## src/rtl/regfile_write_arbiter.sv

```systemverilog
// Two-requester round-robin write arbiter for a register file. It stages the
// winning write for one cycle and forwards the staged value to the read ports.
module regfile_write_arbiter #(
  parameter int Width = 32
) (
  input  logic             clk,
  input  logic             rst_n,

  input  logic             aValid,
  input  logic [4:0]       aRd,
  input  logic [Width-1:0] aData,
  output logic             aReady,

  input  logic             bValid,
  input  logic [4:0]       bRd,
  input  logic [Width-1:0] bData,
  output logic             bReady,

  output logic             regWrite,
  output logic [4:0]       rd,
  output logic [Width-1:0] writeData,

  input  logic [4:0]       rs1,
  input  logic [4:0]       rs2,
  output logic             fwd1Valid,
  output logic             fwd2Valid,
  output logic [Width-1:0] fwd1Data,
  output logic [Width-1:0] fwd2Data,

  output logic [15:0]      conflictCount
);

  typedef enum logic {
    GRANT_A = 1'b0,
    GRANT_B = 1'b1
  } grant_t;

  grant_t           last_grant;
  logic             grant_a;
  logic             grant_b;
  logic             conflict;
  logic             xfer;
  logic [4:0]       xfer_rd;
  logic [Width-1:0] xfer_data;

  assign conflict = aValid && bValid;

  // NOTE: every output of this block gets a default on entry, so no path
  // leaves a variable unassigned and no latch is inferred.
  always_comb begin
    grant_a = 1'b0;
    grant_b = 1'b0;
    if (rst_n) begin
      if (conflict) begin
        // Round-robin: the requester that did not win last time goes first.
        grant_a = (last_grant == GRANT_B);
        grant_b = (last_grant == GRANT_A);
      end else begin
        grant_a = aValid;
        grant_b = bValid;
      end
    end
  end

  assign aReady    = grant_a;
  assign bReady    = grant_b;
  assign xfer      = grant_a || grant_b;
  assign xfer_rd   = grant_b ? bRd   : aRd;
  assign xfer_data = grant_b ? bData : aData;

  // NOTE: sequential state uses non-blocking assignments so every flop
  // samples the pre-edge values regardless of statement order.
  always_ff @(posedge clk or negedge rst_n) begin
    if (!rst_n) begin
      last_grant <= GRANT_B;
    end else if (grant_a) begin
      last_grant <= GRANT_A;
    end else if (grant_b) begin
      last_grant <= GRANT_B;
    end
  end

  // Writes to x0 are accepted but never enabled; rd/writeData still load.
  always_ff @(posedge clk or negedge rst_n) begin
    if (!rst_n) begin
      regWrite  <= 1'b0;
      rd        <= 5'd0;
      writeData <= '0;
    end else begin
      regWrite <= xfer && (xfer_rd != 5'd0);
      if (xfer) begin
        rd        <= xfer_rd;
        writeData <= xfer_data;
      end
    end
  end

  always_ff @(posedge clk or negedge rst_n) begin
    if (!rst_n) begin
      conflictCount <= 16'd0;
    end else if (conflict && (conflictCount != 16'hFFFF)) begin
      conflictCount <= conflictCount + 16'd1;
    end
  end

  assign fwd1Valid = regWrite && (rd == rs1) && (rs1 != 5'd0);
  assign fwd2Valid = regWrite && (rd == rs2) && (rs2 != 5'd0);
  assign fwd1Data  = writeData;
  assign fwd2Data  = writeData;

  a_one_hot_ready : assert property (@(posedge clk) !(aReady && bReady));

  // A requester that waits one cycle is guaranteed the next one.
  a_fair_a : assert property (@(posedge clk) disable iff (!rst_n)
    (aValid && !aReady) |=> (!aValid || aReady));
  a_fair_b : assert property (@(posedge clk) disable iff (!rst_n)
    (bValid && !bReady) |=> (!bValid || bReady));

endmodule

```

## config.mk

```make
export PLATFORM = sky130hd
export DESIGN_NAME = regfile_write_arbiter
export DESIGN_NICKNAME = d
export VERILOG_FILES = /design/src/rtl/regfile_write_arbiter.sv
export SDC_FILE = /design/constraint.sdc
export NUM_CORES = 1
export LEC_CHECK = 0
export BUFFER_PORTS_ARGS = -buffer_cell sky130_fd_sc_hd__clkbuf_2
export CORE_UTILIZATION = 44
export CTS_BUF_LIST = sky130_fd_sc_hd__clkbuf_4 sky130_fd_sc_hd__clkbuf_8
export DETAILED_ROUTE_END_ITERATION = 8
export GPL_TIMING_DRIVEN = 1
export PLACE_DENSITY = 0.9
export SLEW_MARGIN = 40
export SYNTH_ARGS = -nofsm -noshare
export SYNTH_HDL_FRONTEND = slang
export SYNTH_SLANG_ARGS = --single-unit
export TNS_END_PERCENT = 5
```

## constraint.sdc

```tcl
create_clock -name clk -period 1.8 [get_ports clk]
set_input_delay 0.27 -clock clk [delete_from_list [all_inputs] [get_ports clk]]
set_output_delay 0.27 -clock clk [all_outputs]
set_load 0.005 [all_outputs]
```

==> results list <==
- For this design the ratio of total power to cell area is 862 nW/um^2.
* Number of synthesized register bits: 55
- Of the post-synthesis cell area, the dominant cell type holds 0.422.
- The final number of max-transition violations came to 0.
- Excluding fillers, the count of instances in the completed layout stands at 572.
- Number of routed nets with antenna violations: 0
- Total non-filler cell area in the finished layout: 4060 sq um
* Signed area change from the synthesized netlist to the final layout: 26.6%
* Sequential area share after synthesis: 0.430
- 0 antenna diodes ended up in the layout.
- Once placement finished, the instance area stood at 3910 sq um.
- Nature of the critical path startpoint: register
- Number of top-level pins: 210
- Dividing the detail-routed wire length by the instance count gives 14.3 um.
- Pin slew with the least headroom to its limit: 0.664 ns
- In the final layout, the share of cells above drive strength 1 is 0.494.
- Global-route wire length before repair: 12.5 mm
* Type of the tightest min-delay check: input port to asynchronous set/reset pin
* GR Util met2: 0.362
- Fin nets: 564
* Clock transition time at the flip-flop clock pins of the worst setup and hold paths: 0.10 ns
- The core region is 6910 sq um.
- Die outline width: 87.3 um
- Cell type contributing the most total cell area after synthesis: dfrtp_1
- In this run the static leakage power is 2.35 nW.
* Buffers on Ports: 209
* Maximum vdd drop: 443 uV
- Status: finished, final reports clean
- Setup repair after global routing could not meet its margin everywhere.
- Number of warning messages in the yosys log: 0
* Clock sink count: 55
* Min cycle time layout: 1.73 ns
* Worst setup path category: register to primary output
- Final-layout fill cell count: 636
- Counting along the longest clock path gives a buffer depth of 2.
* Largest cells by area after synthesis: dfrtp_1 (42%), buf_4 (16%), mux2i_1 (12%)
- Summing over every cut layer, the via total after detailed routing is 2821.
* Number of violations of the max-capacitance limit: 0
* Clock Skew: 0.00860 ns
* CTS H-tree depth: 2
- Measured on the finished design, the core utilization comes to 0.587.
- Post-CTS Setup Bufs: 0
- Walking the worst path, the cells encountered are xor2_1 > nor3_1 > nand3_1 > nor2_1 > clkbuf_2.
- Highest-utilization routing layer at the global route stage: met2
- Clock tree synthesis selected as its root buffer the cell clkbuf_8.
* Number of CTS-inserted buffers: 5
- Wires add up to 8.20 mm.
- Synthesis handed over a netlist of 330 instances.
* Final worst-path cycle share: 0.959
* Tot GR Track Use: 0.209
- At the worst endpoint, the arrival time is 1.46 ns.
* Combined flip-flop and latch cell area: 1380 sq um
- Summed over all layers, the global routing overflow is 0.
* Die area: 7630 sq um
* Initial Util: 0.464
- Worst slew slack as a fraction of its limit: 0.557
* Data required time of the worst path: 1.53 ns
- Final hold analysis gives a worst-case slack of 0.0278 ns.
* Footprint of the multi-input gates: 1300 sq um
- Met1 global-route usage: 0.241
- Total half-perimeter wirelength after legalization and detailed placement: 6.50 mm
- Maximum cell stage delay along the critical path: 0.47 ns
* Library cells used by synthesis: 31
* Initial DRC Count: 96
* TritonCTS clock tree: done
- At the end of routability-driven placement, the weighted congestion stood at 0.821.
- Number of antenna violations at the first check in global routing: 0
- Worst Setup End Kind: primary output
* Largest fanout of any net on the critical path: 5
- In the routed design, unresolved DRC markers number 0.
* Clock Latency Late Sink: 0.31 ns
- Placed Instances: 563
* Synthesized area: 3200 sq um
- Number of failing hold endpoints at the final stage: 0
- Entering global routing, the biggest net connects 58 pins.
- DIE HEIGHT: 87.3 um
- DR vias/cell: 4.93
- Max frequency: 579 MHz
- The number of nets in the synthesized netlist is 419.
- Vias in the first global route: 2642
- Cell row count: 30
- Total power for the finished layout comes to 3.50 mW.
- Slowest cell on crit path: dfrtp_2
- A synthesized cell averages 9.71 sq um.
* Number of setup violations in the final report: 0
- For this run, global-route usage on met3 was measured as 0.0597.
- Detailed-router iteration count before antenna repair: 4
## cell type report
class	count	area share
Clock buffer	5	0.0170
Multi-Input combinational cell	196	0.321
Timing Repair Buffer	215	0.279
Clock inverter	3	0.0117
Sequential cell	55	0.340
Inverter	2	0.00185
Tap cell	96	0.0296
## critical path: cells and delay by family (launching register included)
kind,cells,cell delay (ns)
xor gates and xnor gates,1,0.18
buffers and inverters,1,0.13
DFF,1,0.47
and+or+nand+nor,3,0.38
## sequential cells by signal (all words and copies together), names as in the netlist
name           flops
conflictCount     16
fwd1Data          32
last_grant         1
rd                 5
regWrite           1
## timing repair
action	in CTS	in global routing
endpoints found under the setup margin	0	7
hold endpoints to repair	2	0
hold buffers	1	0
gates resized for setup	0	5
## Yosys cell counts
library cell	instances
dfrtp_1	54
or4_1	1
o21ai_0	38
and4_1	4
nor4_1	2
a21oi_1	7
xnor2_1	13
clkbuf_1	2
nand3_1	6
and3_1	6
nand2_1	45
nand4_1	6
a311oi_1	1
dfstp_2	1
nor2b_1	1
xor2_1	7
clkbuf_2	1
inv_1	2
mux2i_1	37
nor3_1	6
o2111ai_2	1
mux2_4	1
a31oi_2	1
nor2_2	1
and4_4	1
a31oi_1	2
ha_1	1
nor2_1	7
nor3_2	1
buf_2	6
buf_4	68
## metrics by stage
step / setup TNS [ns] / setup WS (ns)
finish: 0 / 0.0732
global route: -0.0110 / -0.00707
CTS: 0 / 0.0503
detailed placement: 0 / 0.123
global placement: 0 / 0.203
floorplan: 0 / 0.242
## final timing paths
kind | cells after the start | to | start | slack (ns)
max | 5 | fwd2Valid | rd[2]$_DFFE_PN0P_ | 0.07
min | 1 | last_grant$_DFFE_PN1P_ | rst_n | 0.03
max reg2reg | 5 | conflictCount[1]$_DFFE_PN0P_ | conflictCount[0]$_DFFE_PN0P_ | 0.15
min reg2reg | 1 | conflictCount[7]$_DFFE_PN0P_ | conflictCount[7]$_DFFE_PN0P_ | 0.53
max in group asynchronous | 2 | rd[2]$_DFFE_PN0P_ | rst_n | 1.05
min in group clk | 3 | fwd1Data[27]$_DFFE_PN0P_ | bData[27] | 0.25
## report_power, final
group / leakage, nW / switching (mW) / internal (mW) / total [mW]
Clock: 0.0587 / 0.418 / 0.422 / 0.840
Sequential: 0.687 / 0.235 / 1.42 / 1.65
Combinational: 1.61 / 0.484 / 0.519 / 1.00
## placed cells by master (no fill, tap or decap), types with 2 or more instances in the layout
cell type  synthesis  layout
and3_1             6       6
nand4_1            6       6
clkbuf_2           1     209
inv_1              2       2
dfrtp_1           54      52
nand3_1            6       5
nor3_1             6       6
clkbuf_8           0       5
buf_4             68       2
nand2_1           45      44
nor2_1             7       7
buf_12             0       3
xnor2_1           13      13
and4_1             4       4
a31oi_1            2       2
xor2_1             7       7
a21oi_1            7       7
mux2i_1           37      37
o21ai_0           38      37
dfrtp_2            0       2
## kinds of logic after synthesis
kind of cell | synth area share
and+or+nand+nor | 0.131
muxes | 0.120
xor gates and xnor gates | 0.0547
DFF | 0.430
buffers and inverters | 0.175
AOI/OAI and AO/OA | 0.0855
adders and majority gates | 0.00390
## metal layers
metal | wire length [um] | share of wire
met1 | 3110 | 0.38
met3 | 663 | 0.081
met4 | 205 | 0.025
met5 | 0 | 0
met2 | 4220 | 0.51
No activity file was read; power rests on OpenSTA's default activity.
